[config.mk]
export PLATFORM = sky130hd
export DESIGN_NAME = alu_seq
export DESIGN_NICKNAME = d
export VERILOG_FILES = /design/src/rtl/alu_pkg.sv /design/src/rtl/alu_seq_pmem.sv /design/src/rtl/alu_seq.sv
export SDC_FILE = /design/constraint.sdc
export NUM_CORES = 1
export LEC_CHECK = 0
export CELL_PAD_IN_SITES_DETAIL_PLACEMENT = 0
export CELL_PAD_IN_SITES_GLOBAL_PLACEMENT = 1
export CORE_ASPECT_RATIO = 1.75
export CORE_MARGIN = 2
export CORE_UTILIZATION = 35
export DETAILED_ROUTE_END_ITERATION = 10
export GPL_ROUTABILITY_DRIVEN = 1
export PLACE_DENSITY_LB_ADDON = 0.1
export SLEW_MARGIN = 20
export SYNTH_ARGS = -nofsm -noshare
export SYNTH_HDL_FRONTEND = slang
export SYNTH_HIERARCHICAL = 1
export SYNTH_SLANG_ARGS = --single-unit
[constraint.sdc]
create_clock -name clk -period 3.42 [get_ports clk]
set_input_delay 0.342 -clock clk [delete_from_list [all_inputs] [get_ports clk]]
set_output_delay 0.342 -clock clk [all_outputs]
set_load 0.03 [all_outputs]
[src/rtl/alu_pkg.sv]
// Shared definitions for the ALU program sequencer: instruction layout, type codes, FSM states.
package alu_pkg;

    localparam int INSTR_W = 21;

    localparam logic [2:0] ALU_ADD = 3'b100;

    typedef enum logic [2:0] {
        IT_EXEC = 3'b000,
        IT_JMP  = 3'b001,
        IT_JZ   = 3'b010,
        IT_JNZ  = 3'b011,
        IT_JN   = 3'b100,
        IT_JC   = 3'b101,
        IT_NOP  = 3'b110,
        IT_HALT = 3'b111
    } itype_e;

    // Field order is the bit layout of the word, MSB first: [20] cin, [19:17] type,
    // [16:14] op, [13:11] a_addr, [10:8] b_addr, [7:0] constant / branch target.
    typedef struct packed {
        logic       cin;
        itype_e     itype;
        logic [2:0] op;
        logic [2:0] a_addr;
        logic [2:0] b_addr;
        logic [7:0] konst;
    } instr_t;

    typedef enum logic [1:0] {
        ST_IDLE   = 2'd0,
        ST_RUN    = 2'd1,
        ST_WAIT   = 2'd2,
        ST_HALTED = 2'd3
    } state_e;

endpackage

[src/rtl/alu_seq_pmem.sv]
// Program store for the sequencer: synchronous write, combinational read, never cleared by reset.
module alu_seq_pmem
    import alu_pkg::*;
#(
    parameter int PC_W = 5
) (
    input  logic               clk,
    input  logic               we,
    input  logic [PC_W-1:0]    waddr,
    input  logic [INSTR_W-1:0] wdata,
    input  logic [PC_W-1:0]    raddr,
    output logic [INSTR_W-1:0] rdata
);

    logic [INSTR_W-1:0] mem_q [2**PC_W];

    always_ff @(posedge clk) begin
        if (we) begin
            mem_q[waddr] <= wdata;
        end
    end

    assign rdata = mem_q[raddr];

endmodule

[src/rtl/alu_seq.sv]
// Program sequencer driving the ALU control interface from a loadable program memory,
// with conditional branches on the ALU flags.
//
//   state   | meaning
//   IDLE    | after reset, waiting for start; program memory writable
//   RUN     | decoding the word at pc every cycle
//   WAIT    | conditional branch stalled until the last EXEC's flags are valid
//   HALTED  | program hit HALT; alu outputs hold, memory writable, start restarts at 0
module alu_seq
    import alu_pkg::*;
#(
    parameter int PC_W     = 5,
    parameter int FLAG_LAT = 1
) (
    input  logic               clk,
    input  logic               rst,
    input  logic               start,
    input  logic               prog_we,
    input  logic [PC_W-1:0]    prog_addr,
    input  logic [INSTR_W-1:0] prog_data,
    input  logic               zero,
    input  logic               neg,
    input  logic               cout,
    input  logic               ovf,
    output logic [2:0]         a_addr,
    output logic [2:0]         b_addr,
    output logic [7:0]         alu_const,
    output logic [2:0]         op,
    output logic               cin,
    output logic               alu_we,
    output logic [PC_W-1:0]    pc,
    output logic               busy,
    output logic               halted
);

    localparam int              AGE_W   = $clog2(FLAG_LAT + 2);
    localparam logic [AGE_W-1:0] AGE_MAX = AGE_W'(FLAG_LAT);

    state_e             state_q, state_d;
    logic [PC_W-1:0]    pc_q, pc_d;
    logic [2:0]         a_q, a_d, b_q, b_d, op_q, op_d;
    logic [7:0]         const_q, const_d;
    logic               cin_q, cin_d, we_q, we_d;
    logic [AGE_W-1:0]   age_q, age_d;

    logic [INSTR_W-1:0] rdata;
    instr_t             instr;
    logic [PC_W-1:0]    pc_inc, target;
    logic [3:0]         flags_v;
    logic [1:0]         flag_idx;
    logic               flag_inv, taken, mem_we;

    assign mem_we = prog_we && (state_q == ST_IDLE || state_q == ST_HALTED);

    alu_seq_pmem #(.PC_W(PC_W)) u_pmem (
        .clk   (clk),
        .we    (mem_we),
        .waddr (prog_addr),
        .wdata (prog_data),
        .raddr (pc_q),
        .rdata (rdata)
    );

    assign instr   = instr_t'(rdata);
    // ovf sits in the vector so it is visible to status, but no branch type selects it.
    assign flags_v = {ovf, cout, neg, zero};

    always_comb begin
        state_d  = state_q;
        pc_d     = pc_q;
        a_d      = a_q;
        b_d      = b_q;
        op_d     = op_q;
        const_d  = const_q;
        cin_d    = cin_q;
        we_d     = 1'b0;
        age_d    = (age_q == AGE_MAX) ? age_q : age_q + AGE_W'(1);
        pc_inc   = pc_q + PC_W'(1);
        target   = instr.konst[PC_W-1:0];
        flag_idx = 2'd0;
        flag_inv = 1'b0;

        case (instr.itype)
            IT_JNZ:  flag_inv = 1'b1;
            IT_JN:   flag_idx = 2'd1;
            IT_JC:   flag_idx = 2'd2;
            default: flag_idx = 2'd0;
        endcase
        taken = flags_v[flag_idx] ^ flag_inv;

        case (state_q)
            ST_IDLE, ST_HALTED: begin
                if (start) begin
                    state_d = ST_RUN;
                    pc_d    = '0;
                end
            end
            ST_RUN: begin
                case (instr.itype)
                    IT_EXEC: begin
                        op_d    = instr.op;
                        a_d     = instr.a_addr;
                        b_d     = instr.b_addr;
                        const_d = instr.konst;
                        cin_d   = instr.cin;
                        we_d    = 1'b1;
                        pc_d    = pc_inc;
                        age_d   = '0;
                    end
                    IT_JMP:  pc_d = target;
                    IT_NOP:  pc_d = pc_inc;
                    IT_HALT: state_d = ST_HALTED;
                    default: begin
                        if (age_q != AGE_MAX) begin
                            state_d = ST_WAIT;
                        end else begin
                            pc_d = taken ? target : pc_inc;
                        end
                    end
                endcase
            end
            ST_WAIT: begin
                // Leave as the counter reaches its limit so the re-decode sees valid flags.
                if (age_d == AGE_MAX) begin
                    state_d = ST_RUN;
                end
            end
            default: state_d = ST_IDLE;
        endcase
    end

    always_ff @(posedge clk) begin
        if (rst) begin
            state_q <= ST_IDLE;
            pc_q    <= '0;
            a_q     <= '0;
            b_q     <= '0;
            op_q    <= '0;
            const_q <= '0;
            cin_q   <= 1'b0;
            we_q    <= 1'b0;
            age_q   <= AGE_MAX;
        end else begin
            state_q <= state_d;
            pc_q    <= pc_d;
            a_q     <= a_d;
            b_q     <= b_d;
            op_q    <= op_d;
            const_q <= const_d;
            cin_q   <= cin_d;
            we_q    <= we_d;
            age_q   <= age_d;
        end
    end

    assign a_addr    = a_q;
    assign b_addr    = b_q;
    assign alu_const = const_q;
    assign op        = op_q;
    assign cin       = cin_q;
    assign alu_we    = we_q;
    assign pc        = pc_q;
    assign busy      = (state_q == ST_RUN) || (state_q == ST_WAIT);
    assign halted    = (state_q == ST_HALTED);

endmodule

==> results of run 1 <==
layout make-up:
class,count,area [µm²]
antenna,2,5.00
clock buffer,88,1840
clock inverter,32,228
fill,7163,46400
inverter,5,18.8
multi-input combinational,843,6510
sequential,700,20700
tap,1035,1290
timing repair buffer,179,1560
power breakdown:
group | switching [mW] | internal [mW]
Combinational | 3.24 | 1.77
Sequential | 0.0788 | 9.57
Clock | 3.15 | 4.02
Total | 6.46 | 15.4
registers in the layout, indices dropped and copies added (netlist names):
name and cells:
op 3, alu_const 8, pc 5, b_addr 3, cin 1, age_q 2, u_pmem/mem_q 672, state_q 2
a_addr 3, alu_we 1
worst max-delay path by stage:
stage	from	end	slack (ns)	depth (start not counted)
after floorplan	pc[0]	pc[1]	0.49	14
after global placement	pc[1]	pc[1]	0.15	12
after detailed placement	pc[1]	pc[1]	0.14	12
after CTS	pc[1]	pc[1]	0.09	12
after global routing	pc[2]	pc[1]	0.02	12
final	pc[2]	pc[3]	0.21	12
kinds of logic after synthesis:
logic type | Yosys count | synth area share
multiplexers | 339 | 0.122
adder cells (fa/ha/maj) | 4 | 0.00180
XOR/XNOR | 3 | 0.000944
flip-flops | 700 | 0.745
AND/OR/NAND/NOR | 259 | 0.0454
AO/OA/AOI/OAI | 238 | 0.0599
buffers and inverters | 103 | 0.0250
routing by layer:
layer | up-vias | GRT usage
met5 | - | 0
met4 | 0 | 0.0587
met3 | 91 | 0.0279
met2 | 332 | 0.323
met1 | 7663 | 0.217
li1 | 6813 | -
stage by stage:
stage / setup WS, ns / hold WS (ns) / power [mW]
2_1_floorplan: 0.492 / 0.439 / 12.7
3_3_place_gp: 0.147 / 0.446 / 14.9
3_5_place_dp: 0.140 / 0.447 / 14.9
4_1_cts: 0.0938 / 0.455 / 22.1
5_1_grt: 0.0246 / 0.246 / 22.7
6_report: 0.214 / 0.220 / 21.8
cell usage in the layout, fill, tap and decap left out, types with 4 or more instances in the layout:
cell type	count
buf_4	110
clkdlybuf4s50_1	44
nor2_2	32
nand4_1	21
nor2_1	7
nand3b_1	8
clkbuf_1	17
nor2b_1	5
inv_1	5
dfxtp_1	26
a21oi_1	66
mux2i_1	339
clkinv_1	15
buf_2	14
clkbuf_16	71
a22oi_1	84
nand2b_1	5
clkinv_2	11
edfxtp_1	672
buf_12	11
nor3_1	22
a32oi_1	4
nand3_1	47
ha_1	4
nand2_1	89
a31oi_1	21
a22o_1	42
timing repair:
action                     4_1_cts  5_1_grt
setup endpoints to repair        0        3
setup buffers                    0        2
gates resized for setup          0        2
worst register-to-register path: stages (launching register included):
cell	delay, ns
dfxtp_1	0.43
nor2b_4	0.33
buf_12	0.22
a22o_1	0.16
nor3_1	0.06
a31oi_1	0.31
nand3_1	0.20
buf_4	0.25
xnor2_1	0.24
o211ai_1	0.21
or3_1	0.45
a211o_1	0.24
nand2_1	0.06
==> results.cfg, run 1 <==
[status]
status = finished clean

[routing]
dr_wl_met2_um = 37900
wl_um = 72500
wl_met1_um = 29700
wl_per_cell_um = 25.1
drtIter0Drc = 1090
vias = 14900
ant_nets = 0
vias_per_cell = 5.17
met3_length_um = 3090
highest_layer = met4
drcViolationCount = 0
dr.pass1.iters = 5

[placement]
io_buffers = 58
dp_cells = 2760
hpwl_um = 44400
place_area_mm2 = 0.0302
place.gp.congestion = 0.753

[worst_setup_path]
crit_buf_inv = 2
crit_path_max_fanout = 17
rr_endpoint = pc[3]
cp-start-kind = register
rrSetupSlack_ns = 0.21
r2r-start = pc[2]
path_class = reg2reg
max_stage_delay_ns = 0.45
cp.arrival_ns = 3.77
crit_required_ns = 3.98
worstPathCellList = nor2b_4 > buf_12 > a22o_1 > nor3_1 > a31oi_1 > nand3_1 > buf_4 > xnor2_1 > o211ai_1 > or3_1 > a211o_1 > nand2_1
crit_path_end_kind = register
r2r_cells = 12
critPathTopFamily = simple AND/OR/NAND/NOR gates
crit_slowest_cell = or3_1

[worst_hold_path]
hold_depth = 1
hold_class = in2reg
hold_start = prog_data[7]
min_to = u_pmem/mem_q[5][7]

[clocking]
clk_latency_ns = 0.63
cts_tree = yes
clock-root-buffer = clkbuf_16
cts_hold_buf = 0
cts_buffers = 67
cts_sinks = 700
htreeDepth = 3
clock_path_buffers = 3
clk_pin_slew_ns = 0.06

[sta]
slew-limit-headroom = 0.441
period_share = 0.938
skew_ns = 0.0201
tightest_slew_ns = 0.838
finalHoldViolCount = 0
fmax_mhz = 312
rsz0062_at_grt = false
slew_viol_final = 0
fin_setup_tns_ns = 0
setup_violations = 0
min_period_ns = 3.21

[floorplan]
core_mm2 = 0.0786
boundaryPins = 60
rows = 136
initial_utilization = 0.354
die_w_um = 217
dieArea_mm2 = 0.0819
die_y_um = 377

[yosys]
syn_area_mm2 = 0.0278
avgSynthCellArea_um2 = 16.9
synth_cell_types = 54
synthTopCellsByArea = edfxtp_1 (72%), mux2i_1 (12%), a22oi_1 (2.3%)
synth_cells = 1646
async_reset_ff_frac = 0
seq_area_frac_synth = 0.745
synth_common_cells = edfxtp_1 (672), mux2i_1 (339), nand2_1 (89)
synthFlopType = edfxtp_1
synth_most_common_cell = edfxtp_1
ys_warn_count = 6
ys_ff_latch = 700
synth_edf_count = 672
syn-num-nets = 1684
synth_top_area_frac = 0.725
synth_area_leader_cell = edfxtp_1

[global_route]
grt_overflow = 0
grt_pass1_wl_um = 104000
grt_pass1_vias = 15300
antenna_found_initial = 4
grt_max_degree = 61
track_usage = 0.179

[final_layout]
finalInstanceArea_mm2 = 0.0322
drive_above_1_share = 0.148
finalNonFillerCells = 2884
area_growth_pct = 15.7
num-nets-final = 1834
postLayoutCoreUtil = 0.410

[pwr]
ir_drop_mv = 0.295
leakage_nw = 9.91
power_density_mw_per_mm2 = 678

[flow_run]
drv_cap = 0
Note: power is estimated with default switching activity, not from simulation.
==> inputs of run 2 (changes only) <==
--- a/constraint.sdc
+++ b/constraint.sdc
@@ -3,2 +3,2 @@
 set_output_delay 0.342 -clock clk [all_outputs]
-set_load 0.03 [all_outputs]
+set_load 0.005 [all_outputs]
==> run 2 against run 1 <==
Against the previous run: count of clock-buffer cells in the layout is 2 lower; register-to-register slack better by 0.04 ns; sequential cell count stayed put; via count is 0.21% higher; non-clock buffer count is 1 lower; highest routed layer unchanged.
==> results.cfg, run 2 (synthesized netlist as in run 1, its figures left out) <==
[sta]
setup_violations = 0
tightest_slew_ns = 1.05
finalHoldViolCount = 0
slew_viol_final = 0
skew_ns = 0.0119
slew-limit-headroom = 0.296
rsz0062_at_grt = false
period_share = 0.926
fmax_mhz = 316
min_period_ns = 3.17
fin_ws_ns = 0.254
fin_setup_tns_ns = 0
hold_slack_ns = 0.220

[final_layout]
num-nets-final = 1833
regMostFlops = u_pmem/mem_q
drive_above_1_share = 0.149
fill_cells = 7138
final_cell_mix = edfxtp_1 (672), mux2i_1 (339), buf_4 (109)
area_growth_pct = 15.5
multiInputGateArea_mm2 = 0.00651
largest_register_ffs = 672
final_common_cell = edfxtp_1
register_area_mm2 = 0.0207

[worst_setup_path]
crit_required_ns = 3.99
cp-start-kind = register
crit_path_max_fanout = 15
crit_path_end_kind = register
cp.arrival_ns = 3.73
path_class = reg2reg
r2r_cells = 13

[worst_hold_path]
hold_class = in2reg
hold_depth = 1

[routing]
drtIter0Drc = 930
drcViolationCount = 0
wl_per_cell_um = 25.2
vias_per_cell = 5.18
dr.pass1.iters = 5
wl_um = 72700
ant_nets = 0
vias = 14900

[floorplan]
boundaryPins = 60
rows = 136
die_w_um = 217
initial_utilization = 0.354
core_mm2 = 0.0786
die_y_um = 377
dieArea_mm2 = 0.0819

[clocking]
clk_latency_ns = 0.63
htreeDepth = 3
cts_buffers = 67
clock-root-buffer = clkbuf_16
cts_sinks = 700
clk_pin_slew_ns = 0.06
clock_path_buffers = 3
cts_tree = yes

[global_route]
grt_pass1_wl_um = 105000
antenna_found_initial = 4
track_usage = 0.180
grt_max_degree = 61
grt_overflow = 0
grt_pass1_vias = 15500

[placement]
io_buffers = 58
hpwl_um = 44200
place.gp.congestion = 0.754
dp_slack_ns = 0.141

[pwr]
ir_drop_mv = 0.353
power_density_mw_per_mm2 = 671
leakage_nw = 9.87
power_mw = 21.6

[status]
status = finished clean

[flow_run]
drv_cap = 0
run 2: cell types whose count changed in the layout (fill, tap and decap cells not counted), moves of 2 or more:
| cell | delta |
|---|---|
| clkbuf_16 | -3 |
| inv_6 | +3 |
| clkinv_1 | -3 |
| clkinvlp_4 | +3 |
| clkbuf_8 | +3 |
| clkbuf_1 | -2 |
| clkinv_2 | -3 |
run 2: final cells by class:
class / count / area share
Sequential cell: 700 / 0.645
Multi-Input combinational cell: 843 / 0.202
Clock buffer: 86 / 0.0559
Timing Repair Buffer: 178 / 0.0483
Tap cell: 1035 / 0.0403
Clock inverter: 32 / 0.00735
Inverter: 5 / 0.000584
Antenna cell: 1 / 0.0000778
run 2: power by group:
part | total [mW] | switching [mW] | internal, mW
sequential | 9.65 | 0.0821 | 9.57
clock | 7.06 | 3.17 | 3.89
combinational | 4.86 | 3.10 | 1.76
run 2: per-layer routing:
layer / share of wire / track usage
met1: 0.41 / 0.218
met2: 0.53 / 0.325
met3: 0.035 / 0.0266
met4: 0.025 / 0.0592
met5: 0 / 0
run 2: path summary, 6_finish.rpt:
check	start	end	slack (ns)
setup / recovery	pc[2]	pc[4]	0.25
setup reg to reg	pc[2]	pc[4]	0.25
hold reg to reg	alu_const[6]	alu_const[6]	0.45
hold / removal	prog_data[7]	u_pmem/mem_q[5][7]	0.22
run 2: worst max-delay path, stage by stage (launching register included):
cell	delay (ns)
dfxtp_1	0.43
nor2b_4	0.32
buf_4	0.18
buf_4	0.29
a22oi_1	0.15
nand4_1	0.17
nand3_1	0.11
buf_4	0.19
buf_4	0.19
nand3_1	0.12
o211ai_1	0.18
or3_1	0.45
a211o_1	0.24
nand2_1	0.06
run 2: metrics by stage:
| stage | cells | utilization | cell area, µm² |
|---|---|---|---|
| floorplan | 1646 | - | 27800 |
| CTS | 2877 | 0.410 | 32200 |
| global placement | 2759 | 0.384 | 30200 |
| finish | 2880 | 0.409 | 32200 |
| global route | 2880 | 0.409 | 32200 |
| detailed placement | 2759 | 0.384 | 30200 |
run 2: timing repair:
item | in CTS | in global routing
buffers inserted | 0 | 2
hold buffers | 0 | 0
setup endpoints to repair | 0 | 4
gates resized for setup | 0 | 3
